<file path="config.mk">
export PLATFORM = sky130hd
export DESIGN_NAME = seq_det_arbiter
export DESIGN_NICKNAME = d
export VERILOG_FILES = /design/src/rtl/seq_det_pkg.sv /design/src/rtl/seq_det_core.sv /design/src/rtl/seq_det_arbiter.sv
export SDC_FILE = /design/constraint.sdc
export NUM_CORES = 1
export LEC_CHECK = 0
export CAP_MARGIN = 20
export CORE_MARGIN = 5
export CORE_UTILIZATION = 52
export DETAILED_ROUTE_END_ITERATION = 6
export GPL_TIMING_DRIVEN = 0
export PLACE_DENSITY = 0.83
export SLEW_MARGIN = 5
export SYNTH_ARGS = -nofsm -noshare
export SYNTH_HDL_FRONTEND = slang
export SYNTH_SLANG_ARGS = --single-unit
</file>
<file path="constraint.sdc">
create_clock -name clk -period 5.1 [get_ports clk]
set_clock_uncertainty 0.15 [all_clocks]
set_input_delay 1.02 -clock clk [delete_from_list [all_inputs] [get_ports clk]]
set_output_delay 1.02 -clock clk [all_outputs]
set_load 0.005 [all_outputs]
</file>
<file path="src/rtl/seq_det_pkg.sv">
// Shared types and constants for the round-robin "1010" sequence detector.
package seq_det_pkg;

  typedef enum logic [1:0] {
    S0 = 2'b00,
    S1 = 2'b01,
    S2 = 2'b10,
    S3 = 2'b11
  } det_state_t;

  localparam logic [3:0] PATTERN = 4'b1010;

endpackage

</file>
<file path="src/rtl/seq_det_core.sv">
// Combinational next-state/match logic for one overlapping "1010" detector,
// shared by all channels through the grant mux in the top level.
module seq_det_core
  import seq_det_pkg::*;
(
  input  det_state_t cur_state,
  input  logic       din,
  output det_state_t next_state,
  output logic       match
);

  always_comb begin
    next_state = cur_state;
    match      = 1'b0;
    unique case (cur_state)
      S0: next_state = din ? S1 : S0;
      S1: next_state = din ? S1 : S2;
      S2: next_state = din ? S3 : S0;
      S3: begin
        next_state = din ? S1 : S2;
        match      = (din == PATTERN[0]);
      end
    endcase
  end

endmodule

</file>
<file path="src/rtl/seq_det_arbiter.sv">
// Round-robin arbiter feeding per-channel "1010" detectors through one shared core.
// Optional per-channel saturating match counters: define SEQ_DET_ARB_MATCH_CNT_EN.
module seq_det_arbiter
  import seq_det_pkg::*;
#(
  parameter int NUM_CH = 4,
  parameter int CNT_W  = 8
) (
  input  logic                       clk,
  input  logic                       reset,
  input  logic [NUM_CH-1:0]          req,
  input  logic [NUM_CH-1:0]          bit_in,
  input  logic [NUM_CH-1:0]          ch_clr,
  output logic [NUM_CH-1:0]          gnt,
  output logic                       det_valid,
  output logic [$clog2(NUM_CH)-1:0]  det_ch
`ifdef SEQ_DET_ARB_MATCH_CNT_EN
  ,
  output logic [NUM_CH*CNT_W-1:0]    match_cnt
`endif
);

  localparam int IDX_W = $clog2(NUM_CH);
  localparam logic [IDX_W:0]   NUM_CH_V = (IDX_W+1)'(NUM_CH);
  localparam logic [IDX_W-1:0] LAST_IDX = IDX_W'(NUM_CH - 1);

  logic [IDX_W-1:0] rr_ptr_reg;
  logic [IDX_W-1:0] cand_idx [NUM_CH];
  logic [IDX_W-1:0] grant_idx;
  logic             xfer;
  logic             det_hit;
  det_state_t       cur_state [NUM_CH];
  det_state_t       core_next;
  logic             core_match;

  // Candidate k is the channel k positions after the round-robin pointer.
  for (genvar gi = 0; gi < NUM_CH; gi++) begin : g_cand
    logic [IDX_W:0] sum;
    assign sum          = {1'b0, rr_ptr_reg} + (IDX_W+1)'(gi);
    assign cand_idx[gi] = (sum >= NUM_CH_V) ? IDX_W'(sum - NUM_CH_V) : sum[IDX_W-1:0];
  end

  always_comb begin
    xfer      = 1'b0;
    grant_idx = '0;
    for (int k = 0; k < NUM_CH; k++) begin
      if (!xfer && req[cand_idx[k]]) begin
        xfer      = 1'b1;
        grant_idx = cand_idx[k];
      end
    end
    if (reset) xfer = 1'b0;
    gnt = xfer ? (NUM_CH'(1) << grant_idx) : '0;
  end

  seq_det_core u_core (
    .cur_state  (cur_state[grant_idx]),
    .din        (bit_in[grant_idx]),
    .next_state (core_next),
    .match      (core_match)
  );

  // A clear on the granted channel discards its bit, so it cannot match.
  assign det_hit = xfer && core_match && !ch_clr[grant_idx];

  always_ff @(posedge clk) begin
    if (reset) begin
      rr_ptr_reg <= '0;
      det_valid  <= 1'b0;
      det_ch     <= '0;
    end else begin
      det_valid <= det_hit;
      if (det_hit) det_ch <= grant_idx;
      if (xfer) rr_ptr_reg <= (grant_idx == LAST_IDX) ? '0 : grant_idx + 1'b1;
    end
  end

  for (genvar gi = 0; gi < NUM_CH; gi++) begin : g_ch
    det_state_t state_reg;
    logic       sel;
    assign sel           = xfer && (grant_idx == IDX_W'(gi));
    assign cur_state[gi] = state_reg;

    always_ff @(posedge clk) begin
      if (reset)           state_reg <= S0;
      else if (ch_clr[gi]) state_reg <= S0;
      else if (sel)        state_reg <= core_next;
    end

`ifdef SEQ_DET_ARB_MATCH_CNT_EN
    logic [CNT_W-1:0] cnt_reg;
    always_ff @(posedge clk) begin
      if (reset)                                         cnt_reg <= '0;
      else if (ch_clr[gi])                               cnt_reg <= '0;
      else if (det_hit && sel && (cnt_reg != '1))        cnt_reg <= cnt_reg + 1'b1;
    end
    assign match_cnt[gi*CNT_W +: CNT_W] = cnt_reg;
`endif
  end

`ifndef SEQ_DET_ARB_MATCH_CNT_EN
  logic [31:0] unused_cnt_w;
  assign unused_cnt_w = 32'(CNT_W);
`endif

endmodule

</file>
==> results of run 1 <==
==> cell usage in the layout (no fill, tap or decap), drive strengths merged, types with 2 or more instances in the layout <==
cell type,n
nand2b,2
inv,4
nor3,5
buf,5
nor4,3
dfxtp,13
and2,4
clkdlybuf4s50,20
nand2,4
a211o,3
mux2i,7
ha,4
nand3,4
a2111oi,4
and3,4
clkbuf,11
a211oi,3
nor4b,2
nor2,8
nor2b,4
o21ai,3
==> synth_stat cells <==
master                      number  share of area, %
sky130_fd_sc_hd__nand3_1         4               2.2
sky130_fd_sc_hd__a211oi_1        1              0.83
sky130_fd_sc_hd__nor2_1          8               3.3
sky130_fd_sc_hd__a21oi_2         1              0.97
sky130_fd_sc_hd__a211o_1         3               2.9
sky130_fd_sc_hd__nor4_1          3               2.1
sky130_fd_sc_hd__or4b_1          1               1.1
sky130_fd_sc_hd__nand4_1         1              0.69
sky130_fd_sc_hd__o21ai_0         2               1.1
sky130_fd_sc_hd__and2_1          4               2.8
sky130_fd_sc_hd__nand2_2         1              0.69
sky130_fd_sc_hd__a221oi_1        1              0.97
sky130_fd_sc_hd__mux2i_1         7               7.8
sky130_fd_sc_hd__nor3b_1         1              0.83
sky130_fd_sc_hd__nor2b_1         4               2.8
sky130_fd_sc_hd__ha_1            4               5.6
sky130_fd_sc_hd__clkbuf_1        7               2.9
sky130_fd_sc_hd__a211oi_2        2               2.8
sky130_fd_sc_hd__or4_1           1              0.83
sky130_fd_sc_hd__inv_1           3               1.2
sky130_fd_sc_hd__nor3_1          5               2.8
sky130_fd_sc_hd__dfxtp_1        13                29
sky130_fd_sc_hd__a2111oi_2       4               6.7
sky130_fd_sc_hd__o21bai_1        1              0.83
sky130_fd_sc_hd__buf_4           4               3.3
sky130_fd_sc_hd__inv_2           1              0.42
sky130_fd_sc_hd__and3_1          4               2.8
sky130_fd_sc_hd__o211a_1         1               1.1
sky130_fd_sc_hd__mux2_2          1               1.2
sky130_fd_sc_hd__nand2_1         3               1.2
sky130_fd_sc_hd__nand2b_1        2               1.4
sky130_fd_sc_hd__a32oi_2         1               1.8
sky130_fd_sc_hd__o21ai_1         1              0.56
sky130_fd_sc_hd__nor4b_1         2               1.9
sky130_fd_sc_hd__buf_2           1              0.56
==> cell families (layout without fill, tap and decap cells) <==
group,after synthesis,count (layout)
flip-flops,13,13
multiplexers,8,8
AO/OA/AOI/OAI,18,18
adder cells (fa/ha/maj),4,4
AND/OR/NAND/NOR,44,44
buffers and inverters,16,40
==> routing by layer <==
metal | vias to the layer above | share of wire, %
li1 | 422 | -
met1 | 380 | 44
met2 | 21 | 49
met3 | 2 | 5.7
met4 | 0 | 0.67
met5 | - | 0
==> power groups by stage <==
stage | clock [mW] | sequential, mW | combinational (mW)
after floorplan | 0 | 0.113 | 0.108
after global placement | 0 | 0.114 | 0.148
after detailed placement | 0 | 0.114 | 0.150
after CTS | 0.0642 | 0.112 | 0.152
after global routing | 0.0712 | 0.113 | 0.168
final | 0.0640 | 0.112 | 0.151
==> critical path, delay by kind of cell <==
| family | cells | cell delay [ns] |
|---|---|---|
| fa+ha+maj | 1 | 0.19 |
| simple gates | 4 | 0.96 |
| buf+inv | 6 | 1.55 |
==> cell type report <==
class,count,share of cell area (%)
Inverter,4,1.31
Buffer,12,5.34
Multi-Input combinational cell,74,49.1
Timing Repair Buffer,20,17.4
Clock buffer,4,2.29
Sequential cell,13,22.7
Tap cell,17,1.85
==> per-stage QoR <==
stage,hold WS [ns],cell area [um^2],utilization [%],worst slack [ns],cells
final,0.331,1150,68.0,0.210,144
after floorplan,0.298,901,-,1.34,103
after detailed placement,0.325,1120,66.4,0.206,140
after CTS,0.336,1150,68.0,0.194,144
after global routing,0.369,1150,68.0,0.000304,144
after global placement,0.318,1120,66.4,0.239,140
==> worst paths after layout <==
check / start / slack (ns) / end / depth (start not counted)
max: req[3] / 0.21 / gnt[2] / 11
min: det_ch[1]$_SDFFE_PP0P_ / 0.33 / det_ch[1]$_SDFFE_PP0P_ / 2
max reg2reg: rr_ptr_reg[1]$_SDFFE_PP0P_ / 2.45 / g_ch[3].state_reg[1]$_SDFFE_PP0P_ / 9
min reg2reg: det_ch[1]$_SDFFE_PP0P_ / 0.33 / det_ch[1]$_SDFFE_PP0P_ / 2
==> report_table.html, run 1 <==
<table>
<tr><th>Metric</th><th>Value</th></tr>
<tr><th colspan="2">CTS</th></tr>
<tr><td>CTS sink cnt</td><td>13</td></tr>
<tr><td>Number of buffers added by the clock tree synthesis step</td><td>3</td></tr>
<tr><td>Cells resized by post-CTS repair</td><td>0</td></tr>
<tr><td>Clock tree from TritonCTS</td><td>yes</td></tr>
<tr><td>Insertion delay of the later-clocked pin in the worst-skew pair</td><td>0.28 ns</td></tr>
<tr><td>Worst-path clk slew</td><td>0.07 ns</td></tr>
<tr><td>Maximum clock path buffer count</td><td>2</td></tr>
<tr><td>Master cell of the clock root buffer</td><td>sky130_fd_sc_hd__clkbuf_4</td></tr>
<tr><td>Buffers inserted during post-CTS setup optimization</td><td>0</td></tr>
<tr><td>H-tree levels</td><td>1</td></tr>
<tr><td>Hold Buf Count CTS</td><td>0</td></tr>
<tr><th colspan="2">STA</th></tr>
<tr><td>Setup TNS</td><td>0 ns</td></tr>
<tr><td>Final setup violation count</td><td>0</td></tr>
<tr><td>Max-slew violation count</td><td>0</td></tr>
<tr><td>Final critical-path required period</td><td>4.89 ns</td></tr>
<tr><td>Hold violation count in the final report</td><td>0</td></tr>
<tr><td>Final clock period utilization by the worst path</td><td>95.9%</td></tr>
<tr><td>RSZ-0062 raised after global routing</td><td>no</td></tr>
<tr><td>Slew at the pin with the worst max-slew slack</td><td>0.564 ns</td></tr>
<tr><td>Highest attainable clock frequency</td><td>205 MHz</td></tr>
<tr><td>Tightest slew margin relative to the limit</td><td>62.4%</td></tr>
<tr><th colspan="2">Layout</th></tr>
<tr><td>Register cell area after layout</td><td>260 um^2</td></tr>
<tr><td>Flip-flop count of the largest register, all copies and words added</td><td>8</td></tr>
<tr><td>Filler Cell Count</td><td>138</td></tr>
<tr><td>Multi-input logic area</td><td>564 um^2</td></tr>
<tr><td>Fraction of layout instances using a drive strength above 1</td><td>15.0%</td></tr>
<tr><td>Net count of the finished layout</td><td>146</td></tr>
<tr><td># diodes</td><td>0</td></tr>
<tr><td>Area Growth Syn to Fin</td><td>27.5%</td></tr>
<tr><th colspan="2">Synth</th></tr>
<tr><td>Mean area per synthesized cell</td><td>8.75 um^2</td></tr>
<tr><td>Warnings, synthesis</td><td>0</td></tr>
<tr><td>Syn Inst Count</td><td>103</td></tr>
<tr><td>Share of the synthesized area in compound gates (AO/OA/AOI/OAI)</td><td>20.6%</td></tr>
<tr><td>XOR/XNOR share of the synthesized area</td><td>0%</td></tr>
<tr><td>Multiplexer share of the synthesized area</td><td>9.03%</td></tr>
<tr><td>Post-synthesis adder-cell area fraction</td><td>5.56%</td></tr>
<tr><td>Simple-gate portion of the synthesized area</td><td>27.5%</td></tr>
<tr><td>Combinational family with the most area after synthesis</td><td>simple AND/OR/NAND/NOR gates</td></tr>
<tr><td>Flops &amp; latches, synth</td><td>13</td></tr>
<tr><td>Synthesized Nets</td><td>121</td></tr>
<tr><td>Netlist cell types</td><td>35</td></tr>
<tr><td>Fraction of the yosys area taken by sequential cells</td><td>28.9%</td></tr>
<tr><td>Netlist area before placement</td><td>901 um^2</td></tr>
<tr><th colspan="2">Placement</th></tr>
<tr><td>Final HPWL DP</td><td>1550 um</td></tr>
<tr><td>Port Buffer Count</td><td>20</td></tr>
<tr><td>Gpl congestion</td><td>0.809</td></tr>
<tr><th colspan="2">Global route</th></tr>
<tr><td>First-pass GRT wire length</td><td>3240 um</td></tr>
<tr><td>GR met3 Demand/Resource</td><td>4.58%</td></tr>
<tr><td>Global router's overall resource usage</td><td>16.0%</td></tr>
<tr><td>Met1 Usage GRT</td><td>20.2%</td></tr>
<tr><td>Pin count of the biggest net entering global routing</td><td>11</td></tr>
<tr><td>Antenna violations before repair</td><td>0</td></tr>
<tr><td>Overflow left after global routing</td><td>0</td></tr>
<tr><td>Met2 global-route usage</td><td>26.7%</td></tr>
<tr><td>Most used routing layer in global routing</td><td>met2</td></tr>
<tr><td>Number of global-route vias before repair</td><td>749</td></tr>
<tr><th colspan="2">Detailed routing</th></tr>
<tr><td>Remaining design rule violation count</td><td>0</td></tr>
<tr><td>Total wire length after detailed routing</td><td>1930 um</td></tr>
<tr><td>Number of nets still failing antenna checks after routing</td><td>0</td></tr>
<tr><td>Total number of vias</td><td>825</td></tr>
<tr><td>Initial drt markers</td><td>24</td></tr>
<tr><td>Number of iterations in the first detailed-routing pass</td><td>4</td></tr>
<tr><td>Ratio of routed vias to standard cells</td><td>5.73</td></tr>
<tr><td>Routed wire per std cell</td><td>13.4 um</td></tr>
<tr><th colspan="2">Power and ir drop</th></tr>
<tr><td>Switching power as a share of total power</td><td>37.1%</td></tr>
<tr><td>Power Density</td><td>285 nW/um^2</td></tr>
<tr><td>Sequential Power Share</td><td>34.2%</td></tr>
<tr><td>IR Drop Worst-Case VDD</td><td>157 uV</td></tr>
<tr><td>Leakage power of the design</td><td>0.459 nW</td></tr>
<tr><td>Combinational fraction of design power</td><td>46.2%</td></tr>
<tr><td>Internal power consumption</td><td>0.206 mW</td></tr>
<tr><td>Switch Pwr</td><td>0.121 mW</td></tr>
<tr><td>Sum of internal, switching and leakage power</td><td>0.327 mW</td></tr>
<tr><td>Fraction of power consumed by the clock network</td><td>19.6%</td></tr>
<tr><th colspan="2">Critical path</th></tr>
<tr><td>Worst setup path category</td><td>in -&gt; out</td></tr>
<tr><td>Largest stage delay, worst path</td><td>0.53 ns</td></tr>
<tr><td>Data arrival time of the critical path</td><td>3.72 ns</td></tr>
<tr><td>Crit path required time</td><td>3.93 ns</td></tr>
<tr><td>Maximum net fanout on the critical path</td><td>8</td></tr>
<tr><td>Kind of capture point of the worst setup path</td><td>output port</td></tr>
<tr><td>Ordered list of cells on the worst path</td><td>clkdlybuf4s50_1 -&gt; nor2_1 -&gt; or4_1 -&gt; clkbuf_1 -&gt; nand2_2 -&gt; inv_2 -&gt; ha_1 -&gt; and2_1 -&gt; clkbuf_1 -&gt; buf_4 -&gt; clkdlybuf4s50_1</td></tr>
<tr><td>CP max-delay cell</td><td>sky130_fd_sc_hd__clkdlybuf4s50_1</td></tr>
<tr><td>Nature of the critical path startpoint</td><td>primary input</td></tr>
<tr><th colspan="2">Die</th></tr>
<tr><td>Number of placed I/O pins</td><td>21</td></tr>
<tr><td>Overall die area</td><td>2660 um^2</td></tr>
<tr><td>Initial cell density of the core</td><td>53.3%</td></tr>
<tr><td>Die H</td><td>51.6 um</td></tr>
<tr><td>Core region area</td><td>1690 um^2</td></tr>
<tr><td>Row Count</td><td>15</td></tr>
<tr><td>Horizontal extent of the die</td><td>51.6 um</td></tr>
<tr><th colspan="2">Flow run</th></tr>
<tr><td>Count of max-cap constraint violations</td><td>0</td></tr>
<tr><th colspan="2">Status</th></tr>
<tr><td>Run status</td><td>finished, final reports clean</td></tr>
<tr><th colspan="2">Min path</th></tr>
<tr><td>Hold Path Class</td><td>reg -&gt; reg</td></tr>
</table>
No activity file was read; power rests on OpenSTA's default activity.
==> run 2, diff against run 1 <==
--- a/config.mk
+++ b/config.mk
@@ -9,8 +9,7 @@
 export CORE_MARGIN = 5
 export CORE_UTILIZATION = 52
 export DETAILED_ROUTE_END_ITERATION = 6
-export GPL_TIMING_DRIVEN = 0
-export PLACE_DENSITY = 0.83
+export PLACE_DENSITY = 0.85
 export SLEW_MARGIN = 5
 export SYNTH_ARGS = -nofsm -noshare
 export SYNTH_HDL_FRONTEND = slang
==> constraint.sdc (replaced) <==
create_clock -name clk -period 5.1 [get_ports clk]
set_clock_uncertainty 0.15 [all_clocks]
set_input_delay 1.02 -clock clk [delete_from_list [all_inputs] [get_ports clk]]
set_output_delay 1.02 -clock clk [all_outputs]
set_load 0.01 [all_outputs]
==> run 2 against run 1 <==
Sequential cell count unchanged. Non-clock buffer count down 12. Register-to-register slack better by 0.07 ns. Global-route usage up 0.91 points. Utilization down 3.6 points. Cell count down 8.3%. Sequential share of layout area up 1.3 points. Wire length up 3.6%. Count of clock-buffer cells in the layout unchanged. Largest cell class unchanged.
==> report_table.html, run 2 (synthesis gave the netlist of run 1 again) <==
<table>
<tr><th>Metric</th><th>Value</th></tr>
<tr><th colspan="2">STA</th></tr>
<tr><td>RSZ-0062 raised after global routing</td><td>no</td></tr>
<tr><td>Tightest slew margin relative to the limit</td><td>56.1% (-6.3 points)</td></tr>
<tr><td>Final critical-path required period</td><td>4.71 ns (-0.182 ns)</td></tr>
<tr><td>Final worst slack</td><td>0.392 ns (+0.182 ns)</td></tr>
<tr><td>Setup TNS</td><td>0 ns (unchanged)</td></tr>
<tr><td>Final clock period utilization by the worst path</td><td>92.3% (-3.6 points)</td></tr>
<tr><td>Max-slew violation count</td><td>0 (unchanged)</td></tr>
<tr><td>Highest attainable clock frequency</td><td>212 MHz (+3.9%)</td></tr>
<tr><td>Hold violation count in the final report</td><td>0 (unchanged)</td></tr>
<tr><td>Final setup violation count</td><td>0 (unchanged)</td></tr>
<tr><td>Slew at the pin with the worst max-slew slack</td><td>0.652 ns (+0.0882 ns)</td></tr>
<tr><th colspan="2">Flow run</th></tr>
<tr><td>Count of max-cap constraint violations</td><td>0 (unchanged)</td></tr>
<tr><th colspan="2">Critical path</th></tr>
<tr><td>Gate family responsible for the most delay along the worst path</td><td>simple AND/OR/NAND/NOR gates</td></tr>
<tr><td>Worst setup path category</td><td>in -&gt; out</td></tr>
<tr><td>Ordered list of cells on the worst path</td><td>clkdlybuf4s50_1 -&gt; nor2_1 -&gt; or4b_1 -&gt; nand2_2 -&gt; ha_1 -&gt; and2_1 -&gt; clkdlybuf4s50_1</td></tr>
<tr><td>Nature of the critical path startpoint</td><td>primary input</td></tr>
<tr><td>Buffers &amp; Inverters on Critical Path</td><td>2 (-4)</td></tr>
<tr><td>CP most frequent cell</td><td>sky130_fd_sc_hd__clkdlybuf4s50_1</td></tr>
<tr><td>Largest stage delay, worst path</td><td>0.66 ns (+0.13 ns)</td></tr>
<tr><td>Crit path required time</td><td>3.93 ns (about the same)</td></tr>
<tr><td>Kind of capture point of the worst setup path</td><td>output port</td></tr>
<tr><td>Maximum net fanout on the critical path</td><td>8 (unchanged)</td></tr>
<tr><td>CP max-delay cell</td><td>sky130_fd_sc_hd__or4b_1</td></tr>
<tr><td>Data arrival time of the critical path</td><td>3.54 ns (-0.18 ns)</td></tr>
<tr><th colspan="2">Global route</th></tr>
<tr><td>Met1 Usage GRT</td><td>20.4% (+0.17 points)</td></tr>
<tr><td>Antenna violations before repair</td><td>0 (unchanged)</td></tr>
<tr><td>Overflow left after global routing</td><td>0 (unchanged)</td></tr>
<tr><td>First-pass GRT wire length</td><td>3330 um (+2.5%)</td></tr>
<tr><td>Met2 global-route usage</td><td>26.7% (unchanged)</td></tr>
<tr><td>Number of global-route vias before repair</td><td>754 (+0.67%)</td></tr>
<tr><td>Most used routing layer in global routing</td><td>met2</td></tr>
<tr><td>Pin count of the biggest net entering global routing</td><td>14 (+3)</td></tr>
<tr><td>Global router's overall resource usage</td><td>16.9% (+0.91 points)</td></tr>
<tr><td>GR met3 Demand/Resource</td><td>5.44% (+0.86 points)</td></tr>
<tr><th colspan="2">Layout</th></tr>
<tr><td>Net count of the finished layout</td><td>134 (-8.2%)</td></tr>
<tr><td>Flip-flop count of the largest register, all copies and words added</td><td>8 (unchanged)</td></tr>
<tr><td>Finished Cell Area</td><td>1090 um^2 (-5.3%)</td></tr>
<tr><td>Top library cells by usage in the layout, fill and taps aside</td><td>sky130_fd_sc_hd__clkdlybuf4s50_1, sky130_fd_sc_hd__dfxtp_1, sky130_fd_sc_hd__nor2_1</td></tr>
<tr><td>Fraction of layout instances using a drive strength above 1</td><td>12.2% (-2.8 points)</td></tr>
<tr><td>Area Growth Syn to Fin</td><td>20.7%</td></tr>
<tr><td>Core utilization of the finished layout</td><td>64.4% (-3.6 points)</td></tr>
<tr><td># diodes</td><td>0 (unchanged)</td></tr>
<tr><td>Most common cell after layout, fill and taps aside</td><td>sky130_fd_sc_hd__clkdlybuf4s50_1</td></tr>
<tr><th colspan="2">CTS</th></tr>
<tr><td>Worst-path clk slew</td><td>0.07 ns (about the same)</td></tr>
<tr><td>Buffers inserted during post-CTS setup optimization</td><td>0 (unchanged)</td></tr>
<tr><td>Clock tree from TritonCTS</td><td>yes</td></tr>
<tr><td>Insertion delay of the later-clocked pin in the worst-skew pair</td><td>0.28 ns (about the same)</td></tr>
<tr><td>CTS sink cnt</td><td>13 (unchanged)</td></tr>
<tr><td>Cells resized by post-CTS repair</td><td>0 (unchanged)</td></tr>
<tr><td>H-tree levels</td><td>1 (unchanged)</td></tr>
<tr><td>Number of buffers added by the clock tree synthesis step</td><td>3 (unchanged)</td></tr>
<tr><td>Maximum clock path buffer count</td><td>2 (unchanged)</td></tr>
<tr><td>Hold Buf Count CTS</td><td>0 (unchanged)</td></tr>
<tr><td>Master cell of the clock root buffer</td><td>sky130_fd_sc_hd__clkbuf_4</td></tr>
<tr><th colspan="2">Detailed routing</th></tr>
<tr><td>Total wire length after detailed routing</td><td>2000 um (+3.6%)</td></tr>
<tr><td>Total number of vias</td><td>798 (-3.3%)</td></tr>
<tr><td>Number of iterations in the first detailed-routing pass</td><td>4 (unchanged)</td></tr>
<tr><td>Ratio of routed vias to standard cells</td><td>6.05 (+5.5%)</td></tr>
<tr><td>Remaining design rule violation count</td><td>0 (unchanged)</td></tr>
<tr><td>Routed wire per std cell</td><td>15.1 um (+13%)</td></tr>
<tr><td>Number of nets still failing antenna checks after routing</td><td>0 (unchanged)</td></tr>
<tr><td>Initial drt markers</td><td>13 (-46%)</td></tr>
<tr><th colspan="2">Placement</th></tr>
<tr><td>Final HPWL DP</td><td>1580 um (+2.2%)</td></tr>
<tr><td>Gpl congestion</td><td>0.814 (+0.66%)</td></tr>
<tr><td>Placed instance area</td><td>1060 um^2 (-5.5%)</td></tr>
<tr><td>Worst-case setup slack after placement</td><td>0.408 ns (+0.202 ns)</td></tr>
<tr><td>Port Buffer Count</td><td>20 (unchanged)</td></tr>
<tr><th colspan="2">Die</th></tr>
<tr><td>Row Count</td><td>15 (unchanged)</td></tr>
<tr><td>Number of placed I/O pins</td><td>21 (unchanged)</td></tr>
<tr><td>Horizontal extent of the die</td><td>51.6 um (unchanged)</td></tr>
<tr><td>Core region area</td><td>1690 um^2 (unchanged)</td></tr>
<tr><td>Overall die area</td><td>2660 um^2 (unchanged)</td></tr>
<tr><td>Initial cell density of the core</td><td>53.3% (unchanged)</td></tr>
<tr><td>Die H</td><td>51.6 um (unchanged)</td></tr>
<tr><th colspan="2">Power and ir drop</th></tr>
<tr><td>Power Density</td><td>296 nW/um^2 (+3.9%)</td></tr>
<tr><td>Sum of internal, switching and leakage power</td><td>0.322 mW (-1.6%)</td></tr>
<tr><td>Leakage power of the design</td><td>0.427 nW (-7.0%)</td></tr>
<tr><td>IR Drop Worst-Case VDD</td><td>218 uV (+39%)</td></tr>
<tr><th colspan="2">Status</th></tr>
<tr><td>Run status</td><td>finished, final reports clean</td></tr>
<tr><th colspan="2">Min path</th></tr>
<tr><td>Hold Path Class</td><td>reg -&gt; reg</td></tr>
</table>
-- run 2: changes by cell type in the layout (fill, tap and decap cells not counted) --
cell                       before  now
sky130_fd_sc_hd__buf_2          1    0
sky130_fd_sc_hd__clkbuf_1       8    1
sky130_fd_sc_hd__buf_4          4    0
-- run 2: power by group --
part / switching, mW / internal, mW / leakage, nW
Clock: 0.0349 / 0.0304 / 0.0150
Combinational: 0.0805 / 0.0590 / 0.307
Sequential: 0.00803 / 0.109 / 0.106
-- run 2: layer usage --
metal	wire, um	part of all wire, %	vias up
met2	968	48	17
met3	99	5.0	6
met1	896	45	373
li1	-	-	402
met5	0	0	-
met4	34	1.7	0
-- run 2: path summary, 6_finish.rpt --
check / startpoint / cells past startpoint / slack, ns / end
setup / recovery: req[3] / 7 / 0.39 / gnt[3]
hold / removal: det_ch[0]$_SDFFE_PP0P_ / 2 / 0.33 / det_ch[0]$_SDFFE_PP0P_
setup reg to reg: rr_ptr_reg[0]$_SDFFE_PP0P_ / 7 / 2.52 / g_ch[3].state_reg[1]$_SDFFE_PP0P_
hold reg to reg: det_ch[0]$_SDFFE_PP0P_ / 2 / 0.33 / det_ch[0]$_SDFFE_PP0P_
-- run 2: cell type report --
type                            instances  area [um^2]
Tap cell                               17         21.3
Multi-Input combinational cell         74          564
Inverter                                4         15.0
Timing Repair Buffer                   20          200
Clock buffer                            4         26.3
Fill cell                             142          602
Sequential cell                        13          260
-- run 2: worst reg2reg max path, stage by stage (launching register included) --
cell and delay (ns):
sky130_fd_sc_hd__dfxtp_1 0.37, sky130_fd_sc_hd__nor2b_1 0.09, sky130_fd_sc_hd__or4b_1 0.64, sky130_fd_sc_hd__and3_1 0.25
sky130_fd_sc_hd__a211oi_2 0.27, sky130_fd_sc_hd__o211a_1 0.21, sky130_fd_sc_hd__a21oi_2 0.11, sky130_fd_sc_hd__a2111oi_2 0.37
-- run 2: metrics by stage --
step / instances / hold WS [ns]
floorplan: 103 / 0.298
global placement: 128 / 0.320
detailed placement: 128 / 0.321
CTS: 132 / 0.337
global route: 132 / 0.355
finish: 132 / 0.330
==> run 3, diff against run 2 <==
--- a/config.mk
+++ b/config.mk
@@ -10,7 +10,9 @@
 export CORE_UTILIZATION = 52
 export DETAILED_ROUTE_END_ITERATION = 6
 export PLACE_DENSITY = 0.85
+export SETUP_SLACK_MARGIN = 0.2
 export SLEW_MARGIN = 5
 export SYNTH_ARGS = -nofsm -noshare
 export SYNTH_HDL_FRONTEND = slang
 export SYNTH_SLANG_ARGS = --single-unit
+export TNS_END_PERCENT = 1
==> results of run 3 <==
No change in the layout: final DEF, timing and power equal those of run 2.
